**config.mk**
```make
export PLATFORM = sky130hd
export DESIGN_NAME = carry_save_adder_y_equal_z
export DESIGN_NICKNAME = d
export VERILOG_FILES = /design/src/rtl/carry_save_adder_y_equal_z.sv
export SDC_FILE = /design/constraint.sdc
export NUM_CORES = 1
export LEC_CHECK = 0
export CAP_MARGIN = 15
export CORE_MARGIN = 10
export CORE_UTILIZATION = 33
export DETAILED_ROUTE_END_ITERATION = 12
export PLACE_DENSITY = 0.8
export RECOVER_POWER = 100
export SLEW_MARGIN = 10
export SYNTH_ARGS = -nofsm -noshare
export SYNTH_HDL_FRONTEND = slang
export SYNTH_SLANG_ARGS = --single-unit
```
**constraint.sdc**
```tcl
create_clock -name clk_i -period 1.07 [get_ports clk_i]
set_clock_uncertainty 0.15 [all_clocks]
set_input_delay 0.1605 -clock clk_i [delete_from_list [all_inputs] [get_ports clk_i]]
set_output_delay 0.1605 -clock clk_i [all_outputs]
set_load 0.005 [all_outputs]
```
**src/rtl/carry_save_adder_y_equal_z.sv**
```systemverilog
`default_nettype none
// ============================================================================
// Module   : carry_save_adder_y_equal_z
// Purpose  : Registered 3:2 carry-save compressor. Reduces three unsigned
//            operands x, y, z to a sum vector u and a carry vector v such
//            that u + v == x + y + z. y and z share one width.
// Ports    : clk_i    - clock, rising edge
//            rst_i    - synchronous active-high reset
//            valid_i  - operands valid this cycle
//            x_i      - operand x   [X_WIDTH-1:0]
//            y_i      - operand y   [YZ_WIDTH-1:0]
//            z_i      - operand z   [YZ_WIDTH-1:0]
//            u_o      - registered sum (bitwise parity) [W-1:0]
//            v_o      - registered carry, pre-shifted left by one [W:0]
//            valid_o  - u_o/v_o hold a new result
// Revision : 1.0 - initial release
// ============================================================================
module carry_save_adder_y_equal_z #(
   parameter int X_WIDTH  = 9,
   parameter int YZ_WIDTH = 9,
   localparam int W = (X_WIDTH > YZ_WIDTH) ? X_WIDTH : YZ_WIDTH
) (
   input  logic                clk_i,
   input  logic                rst_i,
   input  logic                valid_i,
   input  logic [X_WIDTH-1:0]  x_i,
   input  logic [YZ_WIDTH-1:0] y_i,
   input  logic [YZ_WIDTH-1:0] z_i,
   output logic [W-1:0]        u_o,
   output logic [W:0]          v_o,
   output logic                valid_o
);

   // Zero-width operands make no sense; stop elaboration outright.
   if (X_WIDTH < 1 || YZ_WIDTH < 1) begin : g_param_check
      $fatal(1, "carry_save_adder_y_equal_z: X_WIDTH and YZ_WIDTH must be >= 1");
   end

   // Operands are unsigned, so widening is plain zero extension.
   logic [W-1:0] w_xe;
   logic [W-1:0] w_ye;
   logic [W-1:0] w_ze;
   logic [W-1:0] w_u;
   logic [W-1:0] w_c;
   logic [W:0]   w_v;

   assign w_xe = W'(x_i);
   assign w_ye = W'(y_i);
   assign w_ze = W'(z_i);

   // Independent full-adder cells: no carry ripples between bit positions,
   // so the combinational depth is a single XOR3/MAJ3 level.
   for (genvar i = 0; i < W; i++) begin : g_fa
      assign w_u[i] = w_xe[i] ^ w_ye[i] ^ w_ze[i];
      assign w_c[i] = (w_xe[i] & w_ye[i]) | (w_xe[i] & w_ze[i]) | (w_ye[i] & w_ze[i]);
   end

   // Carry of bit i has weight 2^(i+1); the extra MSB keeps the top carry.
   assign w_v = {w_c, 1'b0};

   logic [W-1:0] r_u;
   logic [W:0]   r_v;
   logic         r_valid;

   always_ff @(posedge clk_i) begin
      if (rst_i) begin
         r_u     <= '0;
         r_v     <= '0;
         r_valid <= 1'b0;
      end else begin
         // Data registers hold when no new operands arrive; only the
         // valid flag drops.
         if (valid_i) begin
            r_u <= w_u;
            r_v <= w_v;
         end
         r_valid <= valid_i;
      end
   end

   assign u_o     = r_u;
   assign v_o     = r_v;
   assign valid_o = r_valid;

endmodule
`default_nettype wire

```
==> impl_metrics.py, run 1 <==
metrics = {
    "power_and_ir_drop": {
        "combPwrFrac_pct": 26.9,
        "p_leak_nw": 0.7258,
        "power.switching_w": 0.0003970,
        "switching_share_pct": 24.88,
        "p_seq_share_pct": 51.0,
        "cellInternalPower_w": 0.001199,
        "clockPowerShare_pct": 22.1,
        "powerDensity_nw_per_um2": 1077,
        "max-vdd-ir-drop_uv": 671.5,
    },
    "floorplanning": {
        "coreArea_um2": 2500,
        "ios": 50,
        "start_util_pct": 34.68,
        "die_w_um": 71.26,
        "fp.dieH_um": 71.26,
        "die_area_um2": 5078,
        "rows": 18,
    },
    "clocking": {
        "clockRootBuffer": "clkbuf_4",
        "cts_buffer_depth": 2,
        "clkTransAtPathRegs_ns": 0.10,
        "tritoncts": "yes",
        "cts_max_level": 1,
        "cts_sinks": 19,
        "numCtsBuffers": 3,
        "clk_latency_ns": 0.28,
        "cts_hold_buffers": 0,
    },
    "synthesis": {
        "synth.distinct_cells": 10,
        "yosysWarnings": 0,
        "synth_seq_cells": 19,
        "avgSynthCellArea_um2": 12.21,
        "syn_area_um2": 867.1,
        "syn_nets": 110,
        "synth_cells": 71,
        "synth_seq_area_share_pct": 43.87,
    },
    "global_route": {
        "grt_max_degree": 11,
        "grt_pass1_wl_um": 3933,
        "grt.total_usage_pct": 9.591,
        "antenna_found_initial": 0,
        "grt_overflow": 0,
        "grt_pass1_vias": 850,
    },
    "place": {
        "hpwl_um": 1869,
        "placed_cell_area_um2": 1394,
        "io_buffers": 48,
        "gp_congestion": 0.6220,
    },
    "detailed_routing": {
        "vias_per_cell": 4.428,
        "drc": 0,
        "avgRoutedWirePerCell_um": 15.07,
        "drtAntennaViolNets": 0,
        "drt_iter0_markers": 12,
        "dr.pass1.iters": 2,
        "vias": 704,
        "wirelength_um": 2396,
    },
    "final_layout": {
        "syn2layout_area_growth_pct": 70.85,
        "nets": 169,
        "fill_cells": 232,
        "final_area_um2": 1481,
        "drive_above_1_share_pct": 39.53,
        "final_util_pct": 59.26,
        "n_antenna_cell": 0,
    },
    "worst_setup_path": {
        "path_cells": "dlygate4sd2_1, fa_1, mux2i_1, nor2_1",
        "arrival_ns": 1.10,
        "critPathLaunch": "z_i[7]",
        "regToRegEndpoint": "v_o[2]",
        "crit_type": "primary input to flop",
        "path_buf_inv": 1,
        "worstSetupStartpointType": "primary input",
        "crit_required_ns": 1.10,
        "critPathTopFamily": "adder cells",
        "crit_cells": 4,
        "reg2reg_slack_ns": 0.15,
        "reg2regPathDepth": 3,
        "slowest_delay_ns": 0.48,
        "crit_fanout": 1,
        "crit_path_end": "u_o[7]",
        "critPathSlowestCell": "fa_1",
        "r2r_start": "v_o[2]",
        "endpoint_kind": "flop",
    },
    "sta": {
        "setup_violations": 0,
        "rsz0062_at_grt": "true",
        "max_freq_ghz": 0.9421,
        "period_needed_ns": 1.061,
        "min_period_over_period_pct": 99.20,
        "finalHoldViolations": 0,
        "report.final.slew_viol_count": 0,
    },
    "status": {
        "status": "completed",
    },
    "run": {
        "drv_cap": 0,
    },
    "worst_hold_path": {
        "hold_path.class": "primary input to flop",
    },
}
## timing repair
item,4_1_cts,5_1_grt
gates cloned,1,0
buffers inserted,3,1
endpoints found under the setup margin,37,19
resized for setup,123,18
pin swaps,11,2
## area by class of cell
type	instances	area, µm²	area share [%]
clock buffers	4	26.28	1.774
multi-input cells	47	437.9	29.56
flip-flops and latches	19	402.9	27.20
well taps	30	37.54	2.534
repair buffers	59	576.8	38.94
## cell usage in the layout (no fill, tap or decap)
| cell type | synthesis | routed |
|---|---|---|
| nor2b_1 | 1 | 1 |
| dlygate4sd2_1 | 0 | 26 |
| buf_2 | 2 | 2 |
| clkbuf_4 | 0 | 3 |
| dfxtp_2 | 0 | 18 |
| conb_1 | 1 | 1 |
| clkbuf_2 | 0 | 1 |
| mux2i_1 | 18 | 18 |
| bufbuf_16 | 0 | 1 |
| clkbuf_1 | 0 | 1 |
| dfxtp_1 | 19 | 1 |
| nor2_1 | 18 | 18 |
| clkdlybuf4s50_1 | 0 | 1 |
| fa_1 | 9 | 9 |
| buf_4 | 1 | 8 |
| clkdlybuf4s15_1 | 0 | 2 |
| buf_6 | 1 | 17 |
| buf_12 | 1 | 1 |
## registers in the layout (all words and copies together), names as in the netlist
register	flops
u_o	9
v_o	9
valid_o	1
## cells in the mapped netlist, drive strengths merged
cell   count  area [µm²]
dfxtp     19       380.4
mux2i     18       180.2
nor2      18       67.56
fa         9       180.2
buf        5       48.80
conb       1       3.750
nor2b      1       6.260
## routing by layer
metal,up-vias,share of wire [%],track usage [%]
met3,2,13,6.061
met4,0,0.50,3.226
li1,341,-,-
met2,35,48,15.88
met5,-,0,0
met1,326,39,9.636
## cell families (layout without fill, tap and decap cells)
logic type	after synthesis	after routing	synth area share (%)
adders and majority gates	9	9	20.78
buffers and inverters	5	63	5.628
DFF	19	19	43.87
muxes	18	18	20.78
other	1	1	0.4325
and+or+nand+nor	19	19	8.514
## worst min-delay path, cell delays in order
cell	delay, ns
dlygate4sd2_1	0.21
fa_1	0.15
mux2i_1	0.06
nor2_1	0.07
## power by group through the flow
| stage | registers [W] | clock network (W) | logic [W] |
|---|---|---|---|
| final | 0.000814 | 0.000352 | 0.000430 |
| after global routing | 0.000823 | 0.000414 | 0.000475 |
| after CTS | 0.000802 | 0.000375 | 0.000385 |
| after detailed placement | 0.000809 | 0 | 0.000441 |
| after global placement | 0.000805 | 0 | 0.000426 |
| after floorplan | 0.000812 | 0 | 0.000150 |
## through the flow
step,instances,power [W],setup TNS (ns),hold WS (ns),setup slack (ns)
2_1_floorplan,71,0.0009624,0,0.2689,0.02156
3_3_place_gp,150,0.001231,-8.615,0.3210,-0.4562
3_5_place_dp,150,0.001249,-9.353,0.3337,-0.4899
4_1_cts,158,0.001562,-0.0002333,0.2352,-0.0002333
5_1_grt,159,0.001713,-0.3717,0.2567,-0.03228
6_report,159,0.001596,0,0.2414,0.008561
## worst min path at each step
stage,start,endpoint,cells after the start
5_1_grt,y_i[6],v_o[7],4
4_1_cts,y_i[2],u_o[2],4
6_report,y_i[2],u_o[2],4
3_5_place_dp,v_o[5],v_o[5],2
2_1_floorplan,rst_i,valid_o,2
3_3_place_gp,u_o[4],u_o[4],2
No activity file was read; power rests on OpenSTA's default activity.
==> run 2, diff against run 1 <==
Settings changed: SKIP_CTS_REPAIR_TIMING set to 1.
==> run 2 against run 1 <==
Non-clock buffer count stayed put. Worst hold slack lost 0.10 ns. Combinational power is 2% higher. Die area did not move. Worst setup slack worse by 0.0022 ns.
==> impl_metrics.py, run 2 (synthesis results as in run 1) <==
metrics = {
    "clocking": {
        "numCtsBuffers": 3,
        "tritoncts": "yes",
        "clockRootBuffer": "clkbuf_4",
        "clkTransAtPathRegs_ns": 0.11,
        "cts_sinks": 19,
        "cts_buffer_depth": 2,
        "cts_max_level": 1,
        "clk_latency_ns": 0.28,
    },
    "global_route": {
        "grt.total_usage_pct": 9.022,
        "antenna_found_initial": 0,
        "grt_pass1_wl_um": 3781,
        "grt_pass1_vias": 831,
        "grt_max_degree": 20,
        "grt_overflow": 0,
    },
    "sta": {
        "rsz0062_at_grt": "true",
        "max_freq_ghz": 0.9402,
        "fin_tns_setup_ns": 0,
        "finalHoldViolations": 0,
        "period_needed_ns": 1.064,
        "setup_violations": 0,
        "min_period_over_period_pct": 99.41,
        "report.final.slew_viol_count": 0,
    },
    "status": {
        "status": "completed",
    },
    "detailed_routing": {
        "drt_iter0_markers": 4,
        "vias": 694,
        "wl_met2_um": 1197,
        "drc": 0,
        "dr.pass1.iters": 4,
        "avgRoutedWirePerCell_um": 15.68,
        "m1WireLength_um": 971,
        "wl_met3_um": 317,
        "drtAntennaViolNets": 0,
        "top_layer_used": "met4",
        "vias_per_cell": 4.365,
        "wirelength_um": 2493,
    },
    "power_and_ir_drop": {
        "fin_total_pwr_w": 0.001609,
        "p_leak_nw": 0.9224,
        "max-vdd-ir-drop_uv": 691.3,
        "powerDensity_nw_per_um2": 1038,
    },
    "floorplanning": {
        "rows": 18,
        "fp.dieH_um": 71.26,
        "coreArea_um2": 2500,
        "ios": 50,
        "die_w_um": 71.26,
        "die_area_um2": 5078,
        "start_util_pct": 34.68,
    },
    "run": {
        "drv_cap": 0,
    },
    "final_layout": {
        "nets": 169,
        "syn2layout_area_growth_pct": 78.79,
        "layout_common_cells": "dlymetal6s2s_1 (23), dfxtp_2 (19), mux2i_1 (18), nor2_1 (18), buf_6 (13)",
        "drive_above_1_share_pct": 40.31,
        "final_common_cell": "dlymetal6s2s_1",
        "n_antenna_cell": 0,
        "fill_cells": 214,
    },
    "worst_setup_path": {
        "endpoint_kind": "flop",
        "slowest_delay_ns": 0.48,
        "crit_fanout": 1,
        "crit_type": "primary input to flop",
        "crit_required_ns": 1.12,
        "worstSetupStartpointType": "primary input",
        "critPathSlowestCell": "fa_1",
        "path_cells": "clkdlybuf4s25_1, fa_1, mux2i_1, nor2_1",
        "arrival_ns": 1.11,
    },
    "worst_hold_path": {
        "hold_path.class": "primary input to flop",
    },
    "place": {
        "gp_congestion": 0.6220,
        "io_buffers": 48,
        "hpwl_um": 1869,
    },
}
[run 2: cell count changes in the layout (fill, tap and decap cells not counted), moves of 2 or more]
cell | before | now
clkbuf_2 | 1 | 7
buf_6 | 17 | 13
buf_2 | 2 | 0
clkdlybuf4s15_1 | 2 | 0
dlymetal6s2s_1 | 0 | 23
dlygate4sd2_1 | 26 | 0
dlymetal6s4s_1 | 0 | 4
[run 2: critical path: cells and delay by family]
kind / cells / cell delay (ns)
adders and majority gates: 1 / 0.48
buffers and inverters: 1 / 0.26
muxes: 1 / 0.15
and+or+nand+nor: 1 / 0.06
[run 2: stage by stage]
step                util [%]  cells  worst slack (ns)  hold slack (ns)  instance area [µm²]
floorplan                  -     71           0.02156           0.2689                867.1
global placement       55.76    150           -0.4562           0.3210                 1394
detailed placement     55.76    150           -0.4899           0.3337                 1394
CTS                    56.81    154           -0.4262           0.3653                 1420
global route           62.01    159          -0.03332           0.1653                 1550
finish                 62.01    159          0.006362           0.1383                 1550
[run 2: layout make-up]
type                       count  area [µm²]  area share, %
timing repair buffer          59       644.4          41.57
clock buffer                   4       26.28          1.695
tap                           30       37.54          2.421
sequential                    19       404.1          26.07
multi-input combinational     47       437.9          28.25
[run 2: final timing paths]
kind,depth (start not counted),slack (ns),end,startpoint
hold reg to reg,2,0.35,v_o[8],v_o[8]
hold / removal,4,0.14,u_o[2],y_i[2]
setup reg to reg,3,0.16,v_o[2],v_o[2]
setup / recovery,4,0.006,u_o[6],x_i[6]
[run 2: report_power, final]
group / total (W) / switching (W) / internal, W
Combinational: 0.000437 / 0.000155 / 0.000282
Sequential: 0.000812 / 0.0000364 / 0.000776
Clock: 0.000359 / 0.000214 / 0.000145
[run 2: routing by layer]
layer  up-vias  track usage (%)
li1        340                -
met1       317            9.054
met2        35            14.51
met3         2            6.612
met4         0            2.581
met5         -                0
==> run 3, diff against run 2 <==
==> constraint.sdc (replaced) <==
create_clock -name clk_i -period 1.07 [get_ports clk_i]
set_clock_uncertainty 0.15 [all_clocks]
set_input_delay 0.107 -clock clk_i [delete_from_list [all_inputs] [get_ports clk_i]]
set_output_delay 0.107 -clock clk_i [all_outputs]
set_load 0.005 [all_outputs]
==> run 3 against run 2 <==
Worst setup slack gained 0.036 ns. Design area shrank 3.1%. Highest routed layer unchanged. Critical endpoint is now u_o[7]. Largest cell class unchanged. First-iteration DRC count grew to 6.3 times the previous value. Non-clock buffer count shrank 2. Sequential cell count is the same. Count of clock-buffer cells in the layout shrank 1. Routed wire length shrank 0.20%. Worst hold slack lost 0.046 ns. Clock power is essentially flat.
==> impl_metrics.py, run 3 (synthesis results as in run 1) <==
metrics = {
    "power_and_ir_drop": {
        "clockPowerShare_pct": 23.1,
        "p_seq_share_pct": 51.5,
        "switching_share_pct": 25.90,
        "combPwrFrac_pct": 25.3,
        "cellInternalPower_w": 0.001153,
        "power.switching_w": 0.0004030,
        "max-vdd-ir-drop_uv": 669.8,
        "p_leak_nw": 0.9877,
        "powerDensity_nw_per_um2": 1035,
    },
    "final_layout": {
        "nets": 167,
        "syn2layout_area_growth_pct": 73.30,
        "final_cell_count_no_fill": 157,
        "multi_input_area_um2": 437.9,
        "final_common_cell": "dlymetal6s2s_1",
        "drive_above_1_share_pct": 29.13,
        "seq_area_um2": 400.4,
        "layout_common_cells": "dlymetal6s2s_1 (34), mux2i_1 (18), nor2_1 (18)",
        "n_antenna_cell": 0,
        "fill_cells": 213,
    },
    "sta": {
        "min_period_over_period_pct": 96.02,
        "finalHoldViolations": 0,
        "fin_tns_setup_ns": 0,
        "report.final.slew_viol_count": 0,
        "setup_violations": 0,
        "period_needed_ns": 1.027,
        "max_freq_ghz": 0.9733,
    },
    "clocking": {
        "clockRootBuffer": "clkbuf_4",
        "cts_max_level": 1,
        "cts_sinks": 19,
        "numCtsBuffers": 3,
        "clk_latency_ns": 0.29,
        "tritoncts": "yes",
        "clkTransAtPathRegs_ns": 0.11,
        "cts_buffer_depth": 2,
    },
    "floorplanning": {
        "die_area_um2": 5078,
        "start_util_pct": 34.68,
        "die_w_um": 71.26,
        "fp.dieH_um": 71.26,
        "ios": 50,
        "coreArea_um2": 2500,
        "rows": 18,
    },
    "detailed_routing": {
        "drt_iter0_markers": 25,
        "vias_per_cell": 4.427,
        "drc": 0,
        "avgRoutedWirePerCell_um": 15.85,
        "dr.pass1.iters": 2,
        "vias": 695,
        "wirelength_um": 2488,
        "drtAntennaViolNets": 0,
    },
    "worst_setup_path": {
        "crit_fanout": 2,
        "endpoint_kind": "output pin",
        "arrival_ns": 0.77,
        "crit_required_ns": 0.81,
        "path_buf_inv": 1,
        "critPathTopFamily": "flip-flops",
        "path_cells": "dlymetal6s2s_1",
        "critPathSlowestCell": "dfxtp_2",
        "slowest_delay_ns": 0.33,
        "worstSetupStartpointType": "flop",
        "crit_type": "flop to output pin",
    },
    "global_route": {
        "use_met3_pct": 5.096,
        "grt_overflow": 0,
        "grt.total_usage_pct": 9.498,
        "grt.busiest_layer": "met2",
        "grtUsageMet2_pct": 15.98,
        "grt_pass1_wl_um": 4022,
        "grt_max_degree": 20,
        "met1_usage_pct": 10.10,
        "antenna_found_initial": 0,
        "grt_pass1_vias": 854,
    },
    "place": {
        "io_buffers": 48,
        "hpwl_um": 1910,
        "gp_congestion": 0.6212,
        "numPlacedInstances": 150,
    },
    "status": {
        "status": "completed",
    },
    "run": {
        "drv_cap": 0,
    },
    "worst_hold_path": {
        "hold_path.class": "primary input to flop",
    },
}
[run 3: power by group through the flow]
stage | Combinational [W] | Clock (W) | Sequential, W
after floorplan | 0.000150 | 0 | 0.000812
after global placement | 0.000426 | 0 | 0.000805
after detailed placement | 0.000441 | 0 | 0.000809
after CTS | 0.000444 | 0.000385 | 0.000794
after global routing | 0.000442 | 0.000415 | 0.000810
final | 0.000394 | 0.000360 | 0.000802
[run 3: path summary, 6_finish.rpt]
path | startpoint | endpoint | slack (ns) | cells after the start
min | y_i[3] | v_o[4] | 0.09 | 4
min reg2reg | v_o[1] | v_o[1] | 0.35 | 2
max | u_o[7] | u_o[7] | 0.04 | 1
max reg2reg | u_o[3] | u_o[3] | 0.18 | 3
[run 3: stage by stage]
stage / cell area (µm²) / total power, W / utilization (%) / setup WS (ns) / hold WS, ns
after floorplan: 867.1 / 0.0009624 / - / 0.07506 / 0.2154
after global placement: 1394 / 0.001231 / 55.76 / -0.4023 / 0.3210
after detailed placement: 1394 / 0.001250 / 55.76 / -0.4414 / 0.3330
after CTS: 1421 / 0.001623 / 56.86 / -0.3781 / 0.3685
after global routing: 1503 / 0.001667 / 60.11 / -0.001766 / 0.08759
final: 1503 / 0.001556 / 60.11 / 0.04260 / 0.09202
[run 3: cell type report]
| class | count | area share, % |
|---|---|---|
| Clock buffer | 3 | 1.499 |
| Clock inverter | 1 | 0.3331 |
| Multi-Input combinational cell | 47 | 29.14 |
| Sequential cell | 19 | 26.64 |
| Tap cell | 30 | 2.498 |
| Timing Repair Buffer | 57 | 39.88 |
[run 3: worst min-delay path, cell delays in order]
cell,delay (ns)
dlymetal6s2s_1,0.10
fa_1,0.16
mux2i_1,0.06
nor2_1,0.07
[run 3: per-layer routing]
| layer | wire [µm] | part of all wire (%) |
|---|---|---|
| met5 | 0 | 0 |
| met1 | 1005 | 40 |
| met3 | 247 | 9.9 |
| met4 | 6 | 0.24 |
| met2 | 1229 | 49 |
